**src/rtl/burst_arbiter.sv**
```systemverilog
// Round-robin arbiter that hands one shared burst slave port to one of two
// masters for the duration of a whole write or read burst.
module burst_arbiter #(
  parameter int DATA_W = 32,
  parameter int ADDR_W = 4,
  parameter int LEN_W  = 4
) (
  input  logic              clock,
  input  logic              reset,
  input  logic              io_m0_wr,
  input  logic              io_m0_rd,
  input  logic [ADDR_W-1:0] io_m0_address,
  input  logic [LEN_W-1:0]  io_m0_length,
  input  logic [DATA_W-1:0] io_m0_wdata,
  output logic [DATA_W-1:0] io_m0_rdata,
  output logic              io_m0_ready,
  output logic              io_m0_rddatavalid,
  output logic              io_m0_grant,
  input  logic              io_m1_wr,
  input  logic              io_m1_rd,
  input  logic [ADDR_W-1:0] io_m1_address,
  input  logic [LEN_W-1:0]  io_m1_length,
  input  logic [DATA_W-1:0] io_m1_wdata,
  output logic [DATA_W-1:0] io_m1_rdata,
  output logic              io_m1_ready,
  output logic              io_m1_rddatavalid,
  output logic              io_m1_grant,
  output logic              io_s_wr,
  output logic              io_s_rd,
  output logic [ADDR_W-1:0] io_s_address,
  output logic [LEN_W-1:0]  io_s_length,
  output logic [DATA_W-1:0] io_s_wdata,
  input  logic [DATA_W-1:0] io_s_rdata,
  input  logic              io_s_ready,
  input  logic              io_s_rddatavalid
);

  typedef enum logic [1:0] {IDLE, CMD, WRITE, READ} state_t;

  localparam logic [LEN_W:0] ONE = (LEN_W+1)'(1);

  state_t            state;
  logic              owner;
  logic              pointer;
  logic [LEN_W:0]    remaining;
  logic              grant0;
  logic              grant1;
  logic              cmd_wr;
  logic              cmd_rd;
  logic [ADDR_W-1:0] cmd_address;
  logic [LEN_W-1:0]  cmd_length;

  logic              req0;
  logic              req1;
  logic              winner;
  logic              win_wr;
  logic [ADDR_W-1:0] win_address;
  logic [LEN_W-1:0]  win_length;
  logic              owner_req;
  logic [LEN_W:0]    beats;

  assign req0        = io_m0_wr | io_m0_rd;
  assign req1        = io_m1_wr | io_m1_rd;
  assign winner      = (req0 & req1) ? pointer : req1;
  assign win_wr      = winner ? io_m1_wr : io_m0_wr;
  assign win_address = winner ? io_m1_address : io_m0_address;
  assign win_length  = winner ? io_m1_length : io_m0_length;
  assign owner_req   = owner ? req1 : req0;
  assign beats       = (cmd_length == '0) ? ONE : {1'b0, cmd_length};

  // Command fields are captured when the burst is granted so they stay stable while the slave stalls.
  always_ff @(posedge clock) begin
    if (reset) begin
      state       <= IDLE;
      owner       <= 1'b0;
      pointer     <= 1'b0;
      remaining   <= '0;
      grant0      <= 1'b0;
      grant1      <= 1'b0;
      cmd_wr      <= 1'b0;
      cmd_rd      <= 1'b0;
      cmd_address <= '0;
      cmd_length  <= '0;
    end else begin
      case (state)
        IDLE: begin
          if (req0 | req1) begin
            state       <= CMD;
            owner       <= winner;
            grant0      <= ~winner;
            grant1      <= winner;
            cmd_wr      <= win_wr;
            cmd_rd      <= ~win_wr;
            cmd_address <= win_address;
            cmd_length  <= win_length;
          end
        end
        CMD: begin
          if (io_s_ready) begin
            pointer     <= ~owner;
            cmd_wr      <= 1'b0;
            cmd_rd      <= 1'b0;
            cmd_address <= '0;
            cmd_length  <= '0;
            if (cmd_wr) begin
              remaining <= beats - ONE;
              if (beats == ONE) begin
                state  <= IDLE;
                grant0 <= 1'b0;
                grant1 <= 1'b0;
              end else begin
                state <= WRITE;
              end
            end else begin
              remaining <= beats;
              state     <= READ;
            end
          end else if (!owner_req) begin
            state       <= IDLE;
            grant0      <= 1'b0;
            grant1      <= 1'b0;
            cmd_wr      <= 1'b0;
            cmd_rd      <= 1'b0;
            cmd_address <= '0;
            cmd_length  <= '0;
          end
        end
        WRITE: begin
          if (io_s_ready) begin
            remaining <= remaining - ONE;
            if (remaining == ONE) begin
              state  <= IDLE;
              grant0 <= 1'b0;
              grant1 <= 1'b0;
            end
          end
        end
        READ: begin
          if (io_s_rddatavalid) begin
            remaining <= remaining - ONE;
            if (remaining == ONE) begin
              state  <= IDLE;
              grant0 <= 1'b0;
              grant1 <= 1'b0;
            end
          end
        end
        default: state <= IDLE;
      endcase
    end
  end

  assign io_m0_grant       = grant0;
  assign io_m1_grant       = grant1;
  assign io_m0_rdata       = io_s_rdata;
  assign io_m1_rdata       = io_s_rdata;
  assign io_m0_ready       = io_s_ready & grant0;
  assign io_m1_ready       = io_s_ready & grant1;
  assign io_m0_rddatavalid = io_s_rddatavalid & grant0 & (state == READ);
  assign io_m1_rddatavalid = io_s_rddatavalid & grant1 & (state == READ);
  assign io_s_wr           = cmd_wr;
  assign io_s_rd           = cmd_rd;
  assign io_s_address      = cmd_address;
  assign io_s_length       = cmd_length;
  assign io_s_wdata        = ((state == CMD) || (state == WRITE)) ?
                             (owner ? io_m1_wdata : io_m0_wdata) : '0;

endmodule

```
**config.mk**
```make
export PLATFORM = sky130hd
export DESIGN_NAME = burst_arbiter
export DESIGN_NICKNAME = d
export VERILOG_FILES = /design/src/rtl/burst_arbiter.sv
export SDC_FILE = /design/constraint.sdc
export NUM_CORES = 1
export LEC_CHECK = 0
export BUFFER_PORTS_ARGS = -buffer_cell sky130_fd_sc_hd__buf_2
export CORE_AREA = 4 4 87 89
export CTS_BUF_LIST = sky130_fd_sc_hd__clkbuf_2 sky130_fd_sc_hd__clkbuf_4 sky130_fd_sc_hd__clkbuf_8
export DETAILED_ROUTE_END_ITERATION = 16
export DIE_AREA = 0 0 91 93
export PLACE_DENSITY_LB_ADDON = 0.08
export SYNTH_ARGS = -nofsm -noshare
export SYNTH_HDL_FRONTEND = slang
export SYNTH_SLANG_ARGS = --single-unit
```
**constraint.sdc**
```tcl
create_clock -name clock -period 6.09 [get_ports clock]
set_clock_uncertainty 0.15 [all_clocks]
set_input_delay 1.218 -clock clock [delete_from_list [all_inputs] [get_ports clock]]
set_output_delay 1.218 -clock clock [all_outputs]
set_load 0.02 [all_outputs]
```
# Yosys cells after proc, flatten, opt, wreduce, memory -nomap -nowiden
# Index checks and enable logic that the tools add are counted.
dict set report totals {
  regBits 21
  latchBits 0
  mem_bits_rw 0
  romBits 0
  input_bits 120
  output_inout_bits 112
  elab_cells 95
  n_memories 0
}
dict set report op_classes {
  n_addsub 2
  multipliers 0
  div 0
  magnitude_cmp 0
  n_eq_ne 12
  shift 0
  n_mux 47
  bitwise 13
  reduce_logical 11
}
# op n
set ops {}
lappend ops {{32-bit two-way mux} 2}
lappend ops {{4-bit two-way mux} 7}
lappend ops {{5-bit two-way mux} 4}
lappend ops {{1-bit two-way mux} 18}
lappend ops {{2-bit two-way mux} 8}
lappend ops {{4-bit one-hot mux with 2 select lines} 2}
lappend ops {{5-bit one-hot mux with 3 select lines} 1}
lappend ops {{3-bit != test (second input constant)} 3}
lappend ops {{2-bit != test (second input constant)} 4}
lappend ops {{1-bit one-hot mux with 4 select lines} 2}
lappend ops {{2-bit one-hot mux with 4 select lines} 1}
lappend ops {{4-bit AND reduction} 2}
lappend ops {{1-bit bitwise AND} 7}
lappend ops {{6-bit AND reduction} 1}
lappend ops {{5-bit by 1-bit equality test with 1-bit output (second input constant)} 1}
lappend ops {{4-bit by 1-bit subtractor with 5-bit output (second input constant)} 1}
lappend ops {{5-bit by 1-bit subtractor with 5-bit output (second input constant)} 1}
lappend ops {{2-bit equality test (second input constant)} 2}
lappend ops {{4-bit by 1-bit equality test with 1-bit output (second input constant)} 1}
lappend ops {{4-bit zero test} 1}
lappend ops {{1-bit one-hot mux with 2 select lines} 2}
lappend ops {{2-bit AND reduction} 2}
lappend ops {{1-bit inverter} 3}
lappend ops {{1-bit OR} 3}
lappend ops {{6 further kinds} 6}

# Logic depth before layout (Yosys ltp)
# Gate-level depths: netlist of the first run.
dict set report logic_depth {
  depth_word 7
  ltp_mapped 8
  ltp_nobuf 8
}

# Worst setup path before layout of the first run
# Ideal clock, no wire load.
dict set report synth_path {
  path_kind {input to output}
  from {in io_m1_wdata[10]}
  to {out io_s_wdata[10]}
  arrival_time_ns 1.590
  path_slack_ns 3.132
  cell_stages 2
  path_buffers 0
  cell_sequence {mux2i_1 nor2b_1}
}
dict set report synth_between {
  elab_chain_len 2
}
# item line_no
set synth_rtl {}
lappend synth_rtl {{start, declared} 23} ;# input logic [DATA_W-1:0] io_m1_wdata,
lappend synth_rtl {{32-bit two-way mux} 166} ;# (owner ? io_m1_wdata : io_m0_wdata) : '0;
lappend synth_rtl {{32-bit two-way mux} 165} ;# assign io_s_wdata = ((state == CMD) || (state == WRITE)) ?
lappend synth_rtl {{end, declared} 32} ;# output logic [DATA_W-1:0] io_s_wdata,
# No other way between the ends.

# Worst setup path after layout of the first run
dict set report layout_path {
  from {reg state[0]}
  to {out io_s_wdata[30]}
}
dict set report layout_between {
  elab_chain_len 3
  word_cells_on_any_way 4
}
# item line_no
set layout_rtl {}
lappend layout_rtl {{start, declared} 42} ;# state_t state;
lappend layout_rtl {{start signal, assigned} 74} ;# state <= IDLE;
lappend layout_rtl {{start signal, assigned} 88} ;# state <= CMD;
lappend layout_rtl {{start signal, assigned} 108} ;# state <= IDLE;
lappend layout_rtl {{2-bit by 1-bit equality test with 1-bit output / 2-bit equality test (equally long branches)} 165}
lappend layout_rtl {{1-bit logical OR (*)} 165}
lappend layout_rtl {{32-bit two-way mux (*)} 165}
# Every way passes the cells marked *; elsewhere a longest branch is shown, timed or not.

==> results of run 1 <==
==> how the worst min path moves through the flow <==
stage	startpoint	to	slack [ns]	cells after the start
floorplan	remaining[1]	remaining[1]	0.29	2
global placement	io_s_address[1]	io_s_address[1]	0.29	1
detailed placement	io_s_address[2]	io_s_address[2]	0.30	1
CTS	io_s_address[2]	io_s_address[2]	0.32	1
global route	io_s_address[2]	io_s_address[2]	0.33	1
finish	io_s_address[2]	io_s_address[2]	0.31	1
==> flip-flops by register name, summed over array words and instances (netlist names) <==
signal,cells
io_s_length,4
state,2
io_s_wr,1
io_s_address,4
remaining,5
pointer,1
io_s_rd,1
owner,1
io_m1_grant,1
io_m0_grant,1
==> cell families (layout without fill, tap and decap cells) <==
kind of cell	Yosys count	after routing	share of synthesized area [%]
buffers and inverters	89	152	24.7
adders and majority gates	9	9	4.67
AOI/OAI and AO/OA	41	41	13.5
muxes	43	43	18.4
DFF	21	21	17.4
and+or+nand+nor	84	84	21.3
==> layout make-up <==
class / instances / area, um2 / share of cell area (%)
well taps: 80 / 100 / 3.72
repair buffers: 136 / 683 / 25.4
flip-flops and latches: 21 / 422 / 15.7
inverters: 12 / 45.0 / 1.67
clock buffers: 3 / 41.3 / 1.53
clock inverters: 1 / 7.51 / 0.279
multi-input cells: 177 / 1390 / 51.8
==> per-stage QoR <==
| stage | power, mW | hold WS [ns] | util, % |
|---|---|---|---|
| after floorplan | 0.515 | 0.294 | - |
| after global routing | 0.720 | 0.335 | 39.9 |
| after CTS | 0.675 | 0.317 | 39.9 |
| after detailed placement | 0.575 | 0.295 | 39.1 |
| after global placement | 0.576 | 0.292 | 39.1 |
| final | 0.666 | 0.311 | 39.9 |
==> layer usage <==
layer / global-route usage, % / vias to the layer above / wire [um]
met5: 0 / - / 0
met4: 3.89 / 0 / 122
met3: 3.54 / 24 / 431
met2: 25.6 / 80 / 3300
met1: 18.3 / 894 / 2680
li1: - / 1054 / -
==> cell usage in the layout (no fill, tap or decap), types with 2 or more instances in the layout <==
| cell type | instances |
|---|---|
| sky130_fd_sc_hd__nor3_1 | 3 |
| sky130_fd_sc_hd__nand4_1 | 2 |
| sky130_fd_sc_hd__o211ai_1 | 3 |
| sky130_fd_sc_hd__and3_1 | 4 |
| sky130_fd_sc_hd__mux2i_1 | 42 |
| sky130_fd_sc_hd__clkbuf_8 | 3 |
| sky130_fd_sc_hd__o21ai_0 | 6 |
| sky130_fd_sc_hd__dfxtp_1 | 20 |
| sky130_fd_sc_hd__buf_2 | 135 |
| sky130_fd_sc_hd__o2bb2ai_1 | 8 |
| sky130_fd_sc_hd__ha_1 | 9 |
| sky130_fd_sc_hd__nor3b_1 | 2 |
| sky130_fd_sc_hd__a31oi_1 | 3 |
| sky130_fd_sc_hd__a21oi_1 | 5 |
| sky130_fd_sc_hd__nor2b_1 | 32 |
| sky130_fd_sc_hd__and2_1 | 3 |
| sky130_fd_sc_hd__or3_1 | 4 |
| sky130_fd_sc_hd__nor2_1 | 10 |
| sky130_fd_sc_hd__nand2_1 | 8 |
| sky130_fd_sc_hd__inv_1 | 12 |
| sky130_fd_sc_hd__or2_2 | 3 |
| sky130_fd_sc_hd__nand3_1 | 5 |
==> power by group through the flow <==
| stage | Clock, mW | Sequential [mW] | Combinational [mW] |
|---|---|---|---|
| floorplan | 0 | 0.195 | 0.320 |
| global placement | 0 | 0.198 | 0.377 |
| detailed placement | 0 | 0.199 | 0.376 |
| CTS | 0.101 | 0.196 | 0.378 |
| global route | 0.108 | 0.201 | 0.411 |
| finish | 0.0967 | 0.195 | 0.373 |
==> worst register-to-register path, cell delays in order (launching register included) <==
cell and delay (ns):
sky130_fd_sc_hd__dfxtp_2 1.05, sky130_fd_sc_hd__nor3_4 0.12, sky130_fd_sc_hd__a2111oi_4 0.57, sky130_fd_sc_hd__nor3_1 0.15, sky130_fd_sc_hd__a32o_1 0.29
==> run_results.csv, run 1 <==
group,metric,value,unit
run_status,run_status,"completed",
synthesis,post_synth_instance_area,0.00241,mm2
cts,cts_hold_repair.buffers,0,
route,drc,0,
timing,timing.setup.tns,0,ns
power,power_report.internal_total,369,uW
critical_path,critical_path_required,4.72,ns
power,switching_power_summed_over_all_nets,297,uW
placement,post-dp-hpwl,5320,um
cts,cts_post_setup_buffers_inserted,0,
power,static-leakage-power,1.32,nW
placement,globalplace.congestion,0.760,
final_layout,layout-area-overhead-vs-synth,11.7,%
route,totalWireLength,6530,um
worst_hold_path,hold_path_class,"reg2reg",
timing,setup_viol,0,
timing,maxSlewHeadroom,28.4,%
final_layout,finalNonFillerCells,430,
synthesis,synth.ff_latch_count,21,
timing,timing_worst_slew_pin_value,1.07,ns
route,postRouteAntennaNets,0,
critical_path,timing.critical_path.slowest_cell_delay,0.80,ns
cts,ctsHtreeMaxLevel,1,
grt,antenna_violations_before_repair,0,
critical_path,setup_cp_type,"reg2out",
critical_path,path_depth,4,
cts,cts.repair.resized,0,
timing,achievable-frequency,282,MHz
synthesis,number_of_synthesized_flops_with_an_enable_pin,0,
timing,finalHoldViolations,0,
die,die_h,93,um
cts,cts.path.max_buffers,2,
die,fp.coreArea,0.00676,mm2
grt,grt_pass1_wl,10300,um
synthesis,syn_avg_cell_area,8.40,um2
timing,period_needed,3.55,ns
cts,numCtsBuffers,3,
synthesis,yosysMostFrequentCell,"sky130_fd_sc_hd__buf_4",
grt,global_route.overflow_total,0,
placement,placed_cells_incl_taps,426,
critical_path,regToRegStartpoint,"owner",
power,power_switching_share,44.6,%
timing,final_slew_viol_count,0,
timing,postLayoutSetupSlackWorst,2.54,ns
critical_path,cp_data_arrival_time,2.18,ns
die,io_pins,232,
final_layout,filler_cell_count,718,
critical_path,critical_path.reg2reg.endpoint,"state[1]",
cts,clock_latency,0.26,ns
synthesis,yosys-top-cells-area,"sky130_fd_sc_hd__buf_4 (20%), sky130_fd_sc_hd__dfxtp_1 (17%), sky130_fd_sc_hd__mux2i_1 (17%)",
grt,via_count_of_the_first_global_routing_pass,2032,
power,power_frac_seq,29.4,%
final_layout,design.final.nets,480,
route,drt-pass1-iter-count,4,
die,die_w,91,um
placement,post_dp_cell_area,0.00264,mm2
placement,pre_cts_ws,2.87,ns
route,route.vias.total,2052,
power,vdd.ir_drop.worst,0.102,mV
die,fp.dieArea,0.00846,mm2
critical_path,path_max_fanout,32,
critical_path,ff2ff_path_depth,4,
synthesis,synth_top_cells_by_count,"sky130_fd_sc_hd__buf_4 (64), sky130_fd_sc_hd__mux2i_1 (42), sky130_fd_sc_hd__nor2b_1 (32)",
grt,largest_net_degree_at_the_start_of_global_routing,37,
timing,finalCritPeriodShare,58.3,%
synthesis,yosys_warnings,0,
critical_path,critPathLaunchType,"register",
flow_run,timing.max_cap.violations,0,
route,initialDrtViolationCount,68,
cts,root_buffer,"sky130_fd_sc_hd__clkbuf_8",
power,power_density,247,mW/mm2
cts,tritoncts_clock_tree,"done",
placement,io_buffers,135,
critical_path,path_delay_family,"adder cells",
synthesis,syn-instance-count,287,
cts,cts.clk_slew.worst_paths,0.09,ns
synthesis,synth_async_sr_flop_share,0,%
critical_path,path_buf_inv,2,
critical_path,worst_setup_path_end_kind,"primary output",
synthesis,netlist-cell-type-count,50,
timing,rsz0062_at_grt,"false",
synthesis,synth_flop_cell,"sky130_fd_sc_hd__dfxtp_1",
final_layout,antenna_diode_count,0,
critical_path,timing.critical_path.from,"state[0]",
grt,grt_util_all_layers,14.7,%
critical_path,worstSetupEndpoint,"io_s_wdata[30]",
cts,clock_sinks,21,
critical_path,crit_path_cell_trace,"inv_1 > ha_1 > nor2b_1 > buf_2",
synthesis,synthesis.nets,416,
route,routed_via_density,4.77,
route,post_drt_wl_per_cell,15.2,um
synthesis,synth_top_area_cell,"sky130_fd_sc_hd__buf_4",
critical_path,r2r_slack,3.67,ns
power,pwr-share-clk,14.5,%
synthesis,synth_seq_area_share,17.4,%
critical_path,slowest_stage,"sky130_fd_sc_hd__ha_1",
synthesis,netlist.area_leader.share,19.9,%
final_layout,finalInstanceArea,0.00269,mm2
final_layout,proportion_of_layout_cells_with_a_drive_suffix_above_1,44.3,%
power,share_comb_of_total_power,56.1,%
die,floorplan.initialDensity,35.7,%
die,core.rowCount,30,
(Power assumes the default switching activity.)
==> inputs of run 2 (changes only) <==
- ABC_AREA: default -> 1
- CORE_AREA: 4 4 87 89 -> 4 4 88 90
- DIE_AREA: 0 0 91 93 -> 0 0 92 94
- clock period: 6.09 -> 3.6 ns (I/O delays scaled with it)
==> run_results.csv, run 2 <==
group,metric,value,unit
run_status,run_status,"completed",
critical_path,critPathLaunchType,"register",
synthesis,synth_top_area_cell,"sky130_fd_sc_hd__buf_4",
cts,cts.path.max_buffers,2,
placement,post-dp-hpwl,5950,um
die,fp.dieArea,0.00865,mm2
synthesis,synth_async_sr_flop_share,0,%
cts,numCtsBuffers,3,
grt,grt_pass1_wl,11500,um
timing,final_slew_viol_count,0,
die,floorplan.initialDensity,34.2,%
route,post_drt_wl_per_cell,13.1,um
synthesis,synth_flop_cell,"sky130_fd_sc_hd__dfxtp_1",
cts,cts.clk_slew.worst_paths,0.08,ns
cts,tritoncts_clock_tree,"done",
grt,grt_util_all_layers,16.2,%
die,core.rowCount,31,
final_layout,largest_reg_flops,5,
power,power_density,836,mW/mm2
route,drc,0,
final_layout,mostFrequentLayoutCell,"sky130_fd_sc_hd__buf_2",
cts,cts_hold_repair.buffers,0,
route,initialDrtViolationCount,112,
critical_path,critical_path.reg2reg.endpoint,"io_m0_grant",
grt,largest_net_degree_at_the_start_of_global_routing,36,
final_layout,design.final.nets,593,
worst_hold_path,hold-path-cell-count,2,
route,totalWireLength,7360,um
critical_path,setup_cp_type,"reg2out",
placement,globalplace.congestion,0.778,
die,die_h,94,um
cts,cts_post_setup_buffers_inserted,0,
worst_hold_path,hold_path_class,"reg2reg",
worst_hold_path,timing.hold.worst.start,"io_s_address[1]",
die,die_w,92,um
grt,antenna_violations_before_repair,0,
timing,timing_worst_slew_pin_value,0.812,ns
synthesis,post_synth_instance_area,0.00242,mm2
final_layout,antenna_diode_count,0,
synthesis,yosysMostFrequentCell,"sky130_fd_sc_hd__nand2_1",
critical_path,path_max_fanout,32,
critical_path,regToRegStartpoint,"state[0]",
timing,timing.setup.tns,0,ns
route,routed_via_density,4.45,
cts,ctsHtreeMaxLevel,1,
synthesis,syn_avg_cell_area,6.06,um2
placement,pre_cts_ws,0.839,ns
final_layout,proportion_of_layout_cells_with_a_drive_suffix_above_1,36.5,%
final_layout,final_util,38.7,%
timing,achievable-frequency,329,MHz
placement,io_buffers,135,
critical_path,r2r_slack,1.83,ns
synthesis,yosys_warnings,0,
critical_path,worst_setup_path_end_kind,"primary output",
final_layout,max_flop_register,"remaining",
timing,postLayoutSetupSlackWorst,0.558,ns
synthesis,synthesis.nets,528,
timing,final.hold.worst_slack,0.322,ns
grt,global_route.overflow_total,0,
timing,finalCritPeriodShare,84.5,%
route,drt-pass1-iter-count,4,
cts,clock_latency,0.26,ns
critical_path,cp_data_arrival_time,2.17,ns
timing,maxSlewHeadroom,45.9,%
cts,cts.repair.resized,0,
synthesis,netlist.area_leader.share,20.2,%
synthesis,netlist-cell-type-count,29,
grt,via_count_of_the_first_global_routing_pass,2284,
die,fp.coreArea,0.00706,mm2
synthesis,syn-instance-count,399,
critical_path,ff2ff_path_depth,10,
worst_hold_path,holdPathEnd,"io_s_address[1]",
synthesis,synth.ff_latch_count,21,
timing,rsz0062_at_grt,"false",
critical_path,timing.critical_path.from,"state[0]",
synthesis,synth_seq_area_share,17.4,%
timing,finalHoldViolations,0,
timing,period_needed,3.04,ns
power,vdd.ir_drop.worst,0.277,mV
die,io_pins,232,
route,route.vias.total,2503,
cts,root_buffer,"sky130_fd_sc_hd__clkbuf_8",
synthesis,number_of_synthesized_flops_with_an_enable_pin,0,
power,static-leakage-power,1.56,nW
final_layout,layout_common_cells,"sky130_fd_sc_hd__buf_2 (135), sky130_fd_sc_hd__nand2_1 (81), sky130_fd_sc_hd__nor2_1 (77)",
cts,clock_sinks,21,
route,postRouteAntennaNets,0,
final_layout,layout-area-overhead-vs-synth,13.1,%
timing,setup_viol,0,
critical_path,critical_path_required,2.73,ns
synthesis,synth_top_cells_by_count,"sky130_fd_sc_hd__nand2_1 (81), sky130_fd_sc_hd__nor2_1 (77), sky130_fd_sc_hd__buf_4 (65)",
flow_run,timing.max_cap.violations,0,
synthesis,yosys-top-cells-area,"sky130_fd_sc_hd__buf_4 (20%), sky130_fd_sc_hd__dfxtp_1 (17%), sky130_fd_sc_hd__nand2_1 (13%)",
## run 2: cell count changes after synthesis, moves of 8 or more
cell / delta
sky130_fd_sc_hd__o2bb2ai_1: -8
sky130_fd_sc_hd__o21ai_0: +32
sky130_fd_sc_hd__a21oi_1: +14
sky130_fd_sc_hd__nor2_1: +67
sky130_fd_sc_hd__nand3_1: +10
sky130_fd_sc_hd__inv_1: +13
sky130_fd_sc_hd__mux2i_1: -42
sky130_fd_sc_hd__inv_2: +8
sky130_fd_sc_hd__nand2_1: +73
sky130_fd_sc_hd__nor2b_1: -32
## run 2: layout make-up
type,count,area [um2]
Clock buffer,4,48.8
Inverter,34,130
Tap cell,99,124
Fill cell,827,4330
Multi-Input combinational cell,268,1330
Timing Repair Buffer,136,683
Sequential cell,21,420
## run 2: worst max path at each step
| stage | end | slack, ns | depth (start not counted) |
|---|---|---|---|
| after floorplan | io_s_wdata[10] | 1.37 | 5 |
| after global placement | io_s_wdata[7] | 0.93 | 5 |
| after detailed placement | io_s_wdata[7] | 0.84 | 5 |
| after CTS | io_s_wdata[7] | 0.54 | 5 |
| after global routing | io_s_wdata[11] | 0.36 | 5 |
| final | io_s_wdata[22] | 0.56 | 5 |
## run 2: metrics by stage
stage	instances	area, um2	total power [mW]
floorplan	399	2420	1.74
global placement	558	2680	2.14
detailed placement	558	2680	2.15
CTS	562	2730	2.32
global route	562	2730	2.52
finish	562	2730	2.28
## run 2: metal layers
layer	routed length [um]	global-route usage, %	part of all wire [%]
met5	0	0	0
met4	167	4.95	2.3
met3	596	3.21	8.1
met2	3530	29.0	48
met1	3070	19.5	42
## run 2: cell families (layout without fill, tap and decap cells)
family	Yosys count	count (layout)	share of synthesized area, %
compound gates	65	65	14.8
fa+ha+maj	9	9	4.66
buf+inv	110	174	27.8
flops	21	21	17.4
simple gates	194	194	35.4
## run 2: power by group
part           switching [mW]  internal (mW)
combinational            1.16          0.573
clock                  0.0797         0.0865
sequential             0.0721          0.316
## run 2: worst max-delay path, stage by stage, from the launching register on
cell	delay (ns)
sky130_fd_sc_hd__dfxtp_1	0.39
sky130_fd_sc_hd__inv_1	0.11
sky130_fd_sc_hd__ha_1	0.83
sky130_fd_sc_hd__o21ai_0	0.24
sky130_fd_sc_hd__nor2_1	0.14
sky130_fd_sc_hd__buf_2	0.18
==> inputs of run 3 (changes only) <==
- clock period: 3.6 -> 3 ns (I/O delays scaled with it)
==> run_results.csv, run 3 (synthesized netlist as in run 2, its figures left out) <==
group,metric,value,unit
cts,clock_latency,0.26,ns
timing,maxSlewHeadroom,62.1,%
die,fp.coreArea,0.00706,mm2
grt,grt_pass1_wl,11400,um
cts,numCtsBuffers,3,
grt,antenna_violations_before_repair,0,
timing,timing.setup.tns,0,ns
die,core.rowCount,31,
final_layout,mostFrequentLayoutCell,"sky130_fd_sc_hd__buf_2",
final_layout,layout-area-overhead-vs-synth,13.4,%
route,drc,0,
flow_run,timing.max_cap.violations,0,
cts,cts.path.max_buffers,2,
power,power_density,1000,mW/mm2
timing,achievable-frequency,403,MHz
timing,finalHoldViolations,0,
worst_hold_path,hold-path-cell-count,2,
cts,root_buffer,"sky130_fd_sc_hd__clkbuf_8",
route,postRouteAntennaNets,0,
die,die_h,94,um
cts,cts.clk_slew.worst_paths,0.08,ns
placement,post-dp-hpwl,5880,um
route,routed_via_density,4.43,
critical_path,path_max_fanout,32,
die,io_pins,232,
cts,cts.repair.resized,0,
worst_hold_path,holdPathEnd,"io_s_rd",
critical_path,slowest_stage,"sky130_fd_sc_hd__dfxtp_1",
cts,ctsHtreeMaxLevel,1,
critical_path,ff2ff_path_depth,10,
final_layout,layout_common_cells,"sky130_fd_sc_hd__buf_2 (135), sky130_fd_sc_hd__nand2_1 (81), sky130_fd_sc_hd__nor2_1 (77)",
route,initialDrtViolationCount,72,
die,fp.dieArea,0.00865,mm2
cts,clock_sinks,21,
placement,placed_cells_incl_taps,559,
critical_path,critPathLaunchType,"register",
critical_path,timing.critical_path.slowest_cell_delay,0.38,ns
grt,global_route.overflow_total,0,
die,die_w,92,um
worst_hold_path,timing.hold.worst.start,"io_s_rd",
grt,grt_util_all_layers,16.0,%
power,static-leakage-power,1.56,nW
critical_path,timing.critical_path.from,"state[0]",
critical_path,regToRegStartpoint,"io_s_length[2]",
route,route.vias.total,2496,
cts,tritoncts_clock_tree,"done",
final_layout,largest_reg_flops,5,
timing,period_needed,2.48,ns
critical_path,critical_path.reg2reg.endpoint,"remaining[1]",
placement,io_buffers,135,
critical_path,worst_setup_path_end_kind,"primary output",
final_layout,filler_cell_count,830,
grt,largest_net_degree_at_the_start_of_global_routing,36,
cts,cts_hold_repair.buffers,0,
power,p_total,2.74,mW
worst_hold_path,hold_path_class,"reg2reg",
final_layout,max_flop_register,"remaining",
route,totalWireLength,7270,um
critical_path,path_buf_inv,3,
final_layout,design.final.nets,594,
final_layout,antenna_diode_count,0,
critical_path,critical_path_required,2.25,ns
route,post_drt_wl_per_cell,12.9,um
timing,rsz0062_at_grt,"false",
final_layout,proportion_of_layout_cells_with_a_drive_suffix_above_1,36.6,%
cts,cts_post_setup_buffers_inserted,0,
timing,finalCritPeriodShare,82.7,%
timing,final_slew_viol_count,0,
die,floorplan.initialDensity,34.2,%
route,drt-pass1-iter-count,4,
critical_path,crit_path_cell_trace,"inv_1 > ha_1 > buf_4 > o21ai_0 > nor2_1 > buf_2",
critical_path,r2r_slack,1.23,ns
run_status,run_status,"completed",
final_layout,finalNonFillerCells,563,
critical_path,setup_cp_type,"reg2out",
placement,globalplace.congestion,0.766,
timing,setup_viol,0,
timing,timing_worst_slew_pin_value,0.568,ns
grt,via_count_of_the_first_global_routing_pass,2298,
power,vdd.ir_drop.worst,0.370,mV
critical_path,cp_data_arrival_time,1.73,ns
critical_path,path_delay_family,"buffers and inverters",
[run 3: cell types whose count changed in the layout (fill, tap and decap cells not counted)]
cell,delta
sky130_fd_sc_hd__buf_4,+1
[run 3: per-stage QoR]
step | worst slack, ns | hold WS (ns) | util (%) | area [um2]
after global placement | 0.828 | 0.299 | 38.1 | 2690
after detailed placement | 0.788 | 0.306 | 38.1 | 2690
after global routing | 0.389 | 0.347 | 38.8 | 2740
final | 0.519 | 0.316 | 38.8 | 2740
after CTS | 0.496 | 0.320 | 38.8 | 2740
after floorplan | 0.886 | 0.326 | - | 2420
[run 3: final cells by class]
| cell class | instances | area [um2] | area share (%) |
|---|---|---|---|
| tap | 99 | 124 | 4.52 |
| inverter | 34 | 130 | 4.75 |
| multi-input combinational | 268 | 1330 | 48.4 |
| sequential | 21 | 420 | 15.3 |
| clock buffer | 4 | 48.8 | 1.78 |
| timing repair buffer | 137 | 691 | 25.2 |
[run 3: tightest hold or removal path: cells and delay by family (launching register included)]
kind / cells / cell delay [ns]
flip-flops: 1 / 0.31
AND/OR/NAND/NOR: 1 / 0.06
AO/OA/AOI/OAI: 1 / 0.05
[run 3: how the worst max path moves through the flow]
stage / cells past startpoint / end / slack [ns]
after detailed placement: 6 / io_s_wdata[7] / 0.79
final: 6 / io_s_wdata[7] / 0.52
after CTS: 6 / io_s_wdata[7] / 0.50
after floorplan: 5 / io_s_wdata[10] / 0.89
after global placement: 6 / io_s_wdata[7] / 0.83
after global routing: 6 / io_s_wdata[11] / 0.39
[run 3: report_power, final]
part / leakage [nW] / internal [mW] / switching (mW)
registers: 0.173 / 0.380 / 0.0844
clock network: 0.0262 / 0.104 / 0.0914
logic: 1.37 / 0.695 / 1.39
[run 3: routing by layer]
layer / vias to the layer above / GRT usage [%] / share of wire, %
li1: 1323 / - / -
met1: 1047 / 19.3 / 42
met2: 97 / 28.8 / 48
met3: 29 / 2.64 / 6.8
met4: 0 / 5.07 / 2.5
met5: - / 0 / 0
